==> src/rtl/cmp_ctrl.sv <==
// MIX compare sequencer (CMPA, CMP1..CMP6, CMPX).
// Fetches the operand, extracts fields, drives cmp, records CI.
module cmp_ctrl #(
   parameter int ADDR_W  = 12,
   parameter int TIMEOUT = 255
) (
   input  logic              clk,
   input  logic              reset,
   input  logic              start,
   input  logic [5:0]        op,
   input  logic [5:0]        field,
   input  logic [ADDR_W-1:0] m,
   input  logic [30:0]       rega,
   input  logic [30:0]       regx,
   input  logic [77:0]       regi,
   output logic [ADDR_W-1:0] mem_addr,
   output logic              mem_rd,
   input  logic [30:0]       mem_data,
   input  logic              mem_ready,
   output logic              cmp_start,
   output logic [30:0]       cmp_in1,
   output logic [30:0]       cmp_in2,
   input  logic              cmp_stop,
   input  logic              cmp_greater,
   input  logic              cmp_less,
   input  logic              cmp_equal,
   output logic              busy,
   output logic              stop,
   output logic              err,
   output logic              ci_less,
   output logic              ci_equal,
   output logic              ci_greater
);

   typedef enum logic [2:0] {
      S_IDLE, S_FETCH, S_CMP, S_WAIT, S_DONE
   } state_t;

   localparam logic [2:0] CI_L = 3'b100;
   localparam logic [2:0] CI_E = 3'b010;
   localparam logic [2:0] CI_G = 3'b001;

   state_t            state_q;
   logic [ADDR_W-1:0] mem_addr_q;
   logic              mem_rd_q;
   logic              cmp_start_q;
   logic [30:0]       cmp_in1_q;
   logic [30:0]       cmp_in2_q;
   logic              stop_q;
   logic              err_q;
   logic [2:0]        ci_q;
   logic [30:0]       reg_q;
   logic [2:0]        l_q;
   logic [2:0]        r_q;
   logic [7:0]        cnt_q;

   logic [30:0]       reg_d;
   logic              valid_d;
   logic [30:0]       fld1_d;
   logic [30:0]       fld2_d;
   logic [12:0]       ri_sel;

   // Field (L:R) of a MIX word, magnitude right-justified; sign only if L=0.
   function automatic logic [30:0] fext(
      input logic [30:0] w,
      input logic [2:0]  l,
      input logic [2:0]  r
   );
      logic [2:0]  lp;
      logic [30:0] mk;
      logic [29:0] sh;
      int          nb;
      lp = (l == 3'd0) ? 3'd1 : l;
      nb = int'(r) - int'(lp) + 1;
      mk = (31'd1 << (6 * nb)) - 31'd1;
      sh = w[29:0] >> (6 * (5 - int'(r)));
      return {(l == 3'd0) ? w[30] : 1'b0, sh & mk[29:0]};
   endfunction

   // Register select and command validity for the issuing cycle.
   always_comb begin
      ri_sel  = regi[13*int'(op[2:0])-13 +: 13];
      reg_d   = {ri_sel[12], 18'd0, ri_sel[11:0]};
      if (op[2:0] == 3'd0) reg_d = rega;
      if (op[2:0] == 3'd7) reg_d = regx;
      valid_d = (op[5:3] == 3'b111) &&
                (field[5:3] <= field[2:0]) &&
                (field[2:0] <= 3'd5);
      fld1_d  = fext(reg_q, l_q, r_q);
      fld2_d  = fext(mem_data, l_q, r_q);
   end

   // Command sequencer with registered outputs.
   always_ff @(posedge clk) begin
      if (reset) begin
         state_q     <= S_IDLE;
         mem_addr_q  <= '0;
         mem_rd_q    <= 1'b0;
         cmp_start_q <= 1'b0;
         cmp_in1_q   <= '0;
         cmp_in2_q   <= '0;
         stop_q      <= 1'b0;
         err_q       <= 1'b0;
         ci_q        <= CI_E;
         reg_q       <= '0;
         l_q         <= '0;
         r_q         <= '0;
         cnt_q       <= '0;
      end else begin
         stop_q      <= 1'b0;
         err_q       <= 1'b0;
         cmp_start_q <= 1'b0;
         unique case (state_q)
            S_IDLE: begin
               if (start) begin
                  if (valid_d) begin
                     reg_q      <= reg_d;
                     l_q        <= field[5:3];
                     r_q        <= field[2:0];
                     mem_addr_q <= m;
                     mem_rd_q   <= 1'b1;
                     cnt_q      <= '0;
                     state_q    <= S_FETCH;
                  end else begin
                     stop_q  <= 1'b1;
                     err_q   <= 1'b1;
                     state_q <= S_DONE;
                  end
               end
            end
            S_FETCH: begin
               if (mem_ready) begin
                  mem_rd_q    <= 1'b0;
                  cmp_in1_q   <= fld1_d;
                  cmp_in2_q   <= fld2_d;
                  cmp_start_q <= 1'b1;
                  state_q     <= S_CMP;
               end else if (cnt_q == 8'(TIMEOUT - 1)) begin
                  mem_rd_q <= 1'b0;
                  stop_q   <= 1'b1;
                  err_q    <= 1'b1;
                  state_q  <= S_DONE;
               end else begin
                  cnt_q <= cnt_q + 8'd1;
               end
            end
            S_CMP: state_q <= S_WAIT;
            S_WAIT: begin
               if (cmp_stop) begin
                  if ((cmp_in1_q[29:0] == '0 && cmp_in2_q[29:0] == '0) ||
                      cmp_equal)
                     ci_q <= CI_E;
                  else if (cmp_greater)
                     ci_q <= CI_G;
                  else if (cmp_less)
                     ci_q <= CI_L;
                  else
                     ci_q <= CI_E;
                  stop_q  <= 1'b1;
                  state_q <= S_DONE;
               end
            end
            S_DONE: state_q <= S_IDLE;
            default: state_q <= S_IDLE;
         endcase
      end
   end

   assign mem_addr   = mem_addr_q;
   assign mem_rd     = mem_rd_q;
   assign cmp_start  = cmp_start_q;
   assign cmp_in1    = cmp_in1_q;
   assign cmp_in2    = cmp_in2_q;
   assign busy       = (state_q != S_IDLE);
   assign stop       = stop_q;
   assign err        = err_q;
   assign ci_less    = ci_q[2];
   assign ci_equal   = ci_q[1];
   assign ci_greater = ci_q[0];

endmodule

==> config.mk <==
export PLATFORM = sky130hd
export DESIGN_NAME = cmp_ctrl
export DESIGN_NICKNAME = d
export VERILOG_FILES = /design/src/rtl/cmp_ctrl.sv
export SDC_FILE = /design/constraint.sdc
export NUM_CORES = 1
export LEC_CHECK = 0
export CAP_MARGIN = 20
export CORE_UTILIZATION = 55
export CTS_CLUSTER_DIAMETER = 150
export DETAILED_ROUTE_END_ITERATION = 16
export PLACE_DENSITY = 0.87
export SYNTH_ARGS = -nofsm -noshare
export SYNTH_HDL_FRONTEND = slang
export SYNTH_SLANG_ARGS = --single-unit
==> constraint.sdc <==
create_clock -name clk -period 8.9 [get_ports clk]
set_input_delay 2.67 -clock clk [delete_from_list [all_inputs] [get_ports clk]]
set_output_delay 2.67 -clock clk [all_outputs]
set_load 0.02 [all_outputs]
# [After elaboration in Yosys (flattened, before gate mapping)]
# Cells that the tools add are included.
[totals] elab_cells=93 register_bits=129 inputBits=203
[op_classes] reduce_logical=18 order_cmp=2 bitwise_logic=3 shifts=4 addsub=6 mul=3 muxes=32 n_eq_ne=12
[op_table] operator="indexed part select 78 x 8 -> 13 bit" n=1
[op_table] operator=">> shifter 30 x 32 -> 30 bit" n=2
[op_table] operator="two-way mux 31 bit" n=2
[op_table] operator="bitwise AND 30 bit" n=2
[op_table] operator="logical NOT 30 bit" n=2
[op_table] operator="two-way mux 8 bit" n=4
[op_table] operator="left shift 1 x 32 -> 30 bit, first input constant" n=1
[op_table] operator="subtractor 30 x 1 -> 30 bit, second input constant" n=1
[op_table] operator="two-way mux 3 bit" n=9
[op_table] operator="case mux 8 bit (2 select lines)" n=1
[op_table] operator="two-way mux 1 bit" n=12
[op_table] operator="case mux 3 bit (4 select lines)" n=1
[op_table] operator="!= test 2 bit, second input constant" n=5
[op_table] operator="logical NOT 3 bit" n=3
[op_table] operator="adder 8 x 1 -> 8 bit, second input constant" n=1
[op_table] operator="== test 8 bit, second input constant" n=1
[op_table] operator="multiplier 3 x 5 -> 8 bit, first input constant" n=1
[op_table] operator="subtractor 7 x 4 -> 8 bit, second input constant" n=1
[op_table] operator="multiplier 3 x 4 -> 7 bit, first input constant" n=1
[op_table] operator="multiplier 4 x 3 -> 7 bit, first input constant" n=1
[op_table] operator="== test 3 x 2 -> 1 bit, second input constant" n=2
[op_table] operator="== test 3 bit, second input constant" n=2
[op_table] operator="AND reduction 3 bit" n=2
[op_table] operator="adder 4 x 2 -> 5 bit, second input constant" n=1
[op_table] operator="other kinds (17)" n=21

# [Longest topological paths before layout]
[logic_depth] word_depth=8 ltp_mapped=26 ltp_nobuf=20

# [Worst setup path after synthesis]
# Ideal clock, no wire load.
[synth_path] path_kind="input to register" startpoint="input op[0]" endpoint="register reg_q[5]" path_buffers=3 path_slack_ns=2.403 arrival_ns=6.360 setup_time_ns=0.137 path_stages=14 required_time_ns=8.763 path_cell_list="buf_2 > clkinv_1 > buf_1 > clkbuf_1 > ha_1 > ha_1 > ha_1 > or2_2 > o211ai_2 > mux2_2 > a311o_1 > a2111oi_2 > a211o_1 > a31oi_1"
[synth_via] elab_chain_cells=5
[synth_rtl] element="start: declaration" line="10" rtl="input logic [5:0] op,"
[synth_rtl] element="multiplier 4 x 3 -> 7 bit" line="82" rtl="ri_sel = regi[13*int'(op[2:0])-13 +: 13];"
[synth_rtl] element="subtractor 7 x 4 -> 8 bit" line="82"
[synth_rtl] element="indexed part select 78 x 8 -> 13 bit" line="82"
[synth_rtl] element="two-way mux 31 bit" line="84" rtl="if (op[2:0] == 3'd0) reg_d = rega;"
[synth_rtl] element="two-way mux 31 bit (*)" line="85" rtl="if (op[2:0] == 3'd7) reg_d = regx;"
[synth_rtl] element="end signal: assignment" line="117" rtl="reg_q <= reg_d;"
[synth_rtl] element="end: declaration" line="52" rtl="logic [30:0] reg_q;"
# Mark *: on every way between the ends. The rest lies on a longest branch, timed or not.
# A chain may end at the register's enable or synchronous reset.

# [Worst setup path in the final report]
[layout_path] startpoint="input op[2]" endpoint="register reg_q[9]"
# The elaborated chain is that of the path after synthesis.

==> impl_metrics.ini <==
[logic_synthesis]
synth.distinct_cells = 83
synth_edf_count = 0
synth_area_per_cell_sq_um = 8.60
synth_xor_area_frac = 0.0131
synthFlopType = dfxtp_1
synth_top_family_by_area = multiplexers
synth_nets = 1871
yosysTopAreaCellShare = 0.217
synth_compound_area_frac = 0.206
async_reset_ff_frac = 0
yosysTopAreaCell = mux4_2
synth_seq_area_share = 0.185
synth_cells = 1627
ys_warn_count = 0
syn_area_sq_mm = 0.0140
ys_seq_elements = 129
synthTopCellsByArea = mux4_2 22%, dfxtp_1 18%, mux2i_1 5.7%
muxShareOfSynthArea = 0.305
synth-adder-area-share = 0.0388
yosys.area_share.simple = 0.194

[detailed_routing]
dr.first_iter.drc_count = 2698
drc = 0
dr.pass1.iters = 6
post_drt_via_cell_ratio = 7.26
vias = 15671
drtAntennaViolNets = 0
wl_um = 57600
wl_per_cell_um = 26.7

[critical_path]
crit_arrival_ns = 7.31
start_kind = input port
cp_max_fo = 53
criticalPathCategory = in2reg
end_kind = flop
required_ns = 9.22

[layout]
nNetsFinal = 2067
num_antenna_cells = 0
synthToLayoutAreaGrowth_pct = 25.1
layout-drive-gt1-share = 0.145
fin_area_sq_mm = 0.0175
final_cell_mix = 282 x clkdlybuf4s50_1, 195 x nand2_1, 145 x nor2_1, 135 x mux4_2, 128 x dfxtp_1
multi_input_area_sq_mm = 0.0106
fill_cells = 1968
layout_commonest_cell = clkdlybuf4s50_1
seq_area_sq_mm = 0.00258

[timing]
finalHoldViolCount = 0
maxSlewViolCount = 0
max_freq_ghz = 0.143
max_slew_margin = 0.356
worst_pin_slew_ns = 0.967
holdWs_ns = 0.456
period_needed_ns = 6.98
rsz0062_at_grt = false
setup_tns_ns = 0
clock_skew_ns = 0.0131
final.period_utilization = 0.785
setup_ws_ns = 1.92
setup_viol = 0

[worst_hold_path]
holdCritPathClass = reg2reg

[pwr]
leakagePower_nw = 6.31
power_mw = 2.64
cellPowerDensity_mw_per_mm2 = 151
max-vdd-ir-drop_mv = 0.102

[global_route]
antenna_found_initial = 0
first_global_vias = 14705
track_usage = 0.437
grt_first_pass_wirelength_um = 87400
grt_remaining_overflow = 0
grt_max_degree = 80

[cts]
post-cts-setup-buffers = 0
hold_buffers = 0
clock_latency_ns = 0.43
cts.sink_count = 129
post_cts_resized = 0
root_buffer = clkbuf_16
cts.path.max_buffers = 2
cts_buffers = 17
tritoncts = yes
htree_levels = 4
cts.clk_slew.worst_paths_ns = 0.07

[run_status]
status = finished clean

[placement]
dp_hpwl_um = 43300
place.gp.congestion = 1.04
numPortBuffers = 284
post_dp_cell_area_sq_mm = 0.0169
place_ws_ns = 1.52

[die]
die_w_um = 161
io_pins = 285
std_cell_rows = 57
die_area_sq_mm = 0.0261
start_util = 0.568
die_h_um = 161
core_sq_mm = 0.0246

[run]
cap_violations = 0
==> metal layers <==
layer  up-vias  global-route usage  part of all wire
met5         -                   0                 0
met4         0               0.266             0.068
met3       275              0.0907              0.11
met2      1279               0.701              0.45
met1      7406               0.542              0.37
li1       6711                   -                 -
==> path summary, 6_finish.rpt <==
check | endpoint | slack, ns | cells after the start | startpoint
hold / removal | mem_addr[7] | 0.46 | 2 | mem_addr[7]
hold reg to reg | mem_addr[7] | 0.46 | 2 | mem_addr[7]
setup / recovery | reg_q[9] | 1.92 | 13 | op[2]
setup reg to reg | cmp_in1[28] | 2.38 | 20 | r_q[0]
==> where the power goes <==
part,total [mW],internal (mW),switching [mW],leakage [nW]
registers,0.604,0.589,0.0148,1.04
logic,1.32,0.539,0.779,4.99
clock network,0.721,0.376,0.345,0.279
==> cells by family after synthesis <==
| kind of cell | count (synthesis) |
|---|---|
| AND/OR/NAND/NOR | 581 |
| AO/OA/AOI/OAI | 411 |
| multiplexers | 253 |
| buffers and inverters | 192 |
| flip-flops | 129 |
| adder cells (fa/ha/maj) | 41 |
| XOR/XNOR | 20 |
==> Yosys cell counts (15+ instances only) <==
master and number:
a22oi_1 22, xnor2_1 15, a31oi_1 24, nand2_1 195, mux2i_1 80, a211oi_1 21, buf_1 15, ha_1 37
mux2_2 38, o211ai_1 21, mux4_2 135, a221oi_1 25, nor4_1 28, a22o_1 26, a21oi_1 80, buf_2 32
clkbuf_1 77, o21ai_0 69, nor3_1 48, inv_1 48, nand4_1 24, nand3_1 58, dfxtp_1 129, nor2_1 147
==> state kept, by name (all words and copies together), names as in the netlist <==
name       cells
err            1
cmp_in2       31
mem_rd         1
l_q            3
mem_addr      12
cmp_start      1
state_q        3
reg_q         31
cmp_in1       31
stop           1
r_q            3
ci_q           3
cnt_q          8
==> worst max-delay path: stages <==
cell	delay [ns]
clkdlybuf4s50_1	0.79
inv_2	0.21
fa_1	0.56
inv_1	0.07
ha_4	0.63
buf_12	0.40
mux4_2	0.60
mux2_2	0.28
mux2i_1	0.21
o211ai_1	0.11
a41o_1	0.28
a211o_1	0.26
a22o_1	0.19
==> final cells by class <==
type | count | share of cell area
Sequential cell | 129 | 0.148
Clock buffer | 17 | 0.0243
Multi-Input combinational cell | 1306 | 0.608
Inverter | 54 | 0.0116
Tap cell | 324 | 0.0232
Clock inverter | 15 | 0.00929
Timing Repair Buffer | 315 | 0.176
==> stage by stage <==
| step | std cells | utilization |
|---|---|---|
| 2_1_floorplan | 1627 | - |
| 3_3_place_gp | 2127 | 0.687 |
| 3_5_place_dp | 2128 | 0.687 |
| 4_1_cts | 2160 | 0.711 |
| 5_1_grt | 2160 | 0.711 |
| 6_report | 2160 | 0.711 |
No activity file was read; power rests on OpenSTA's default activity.
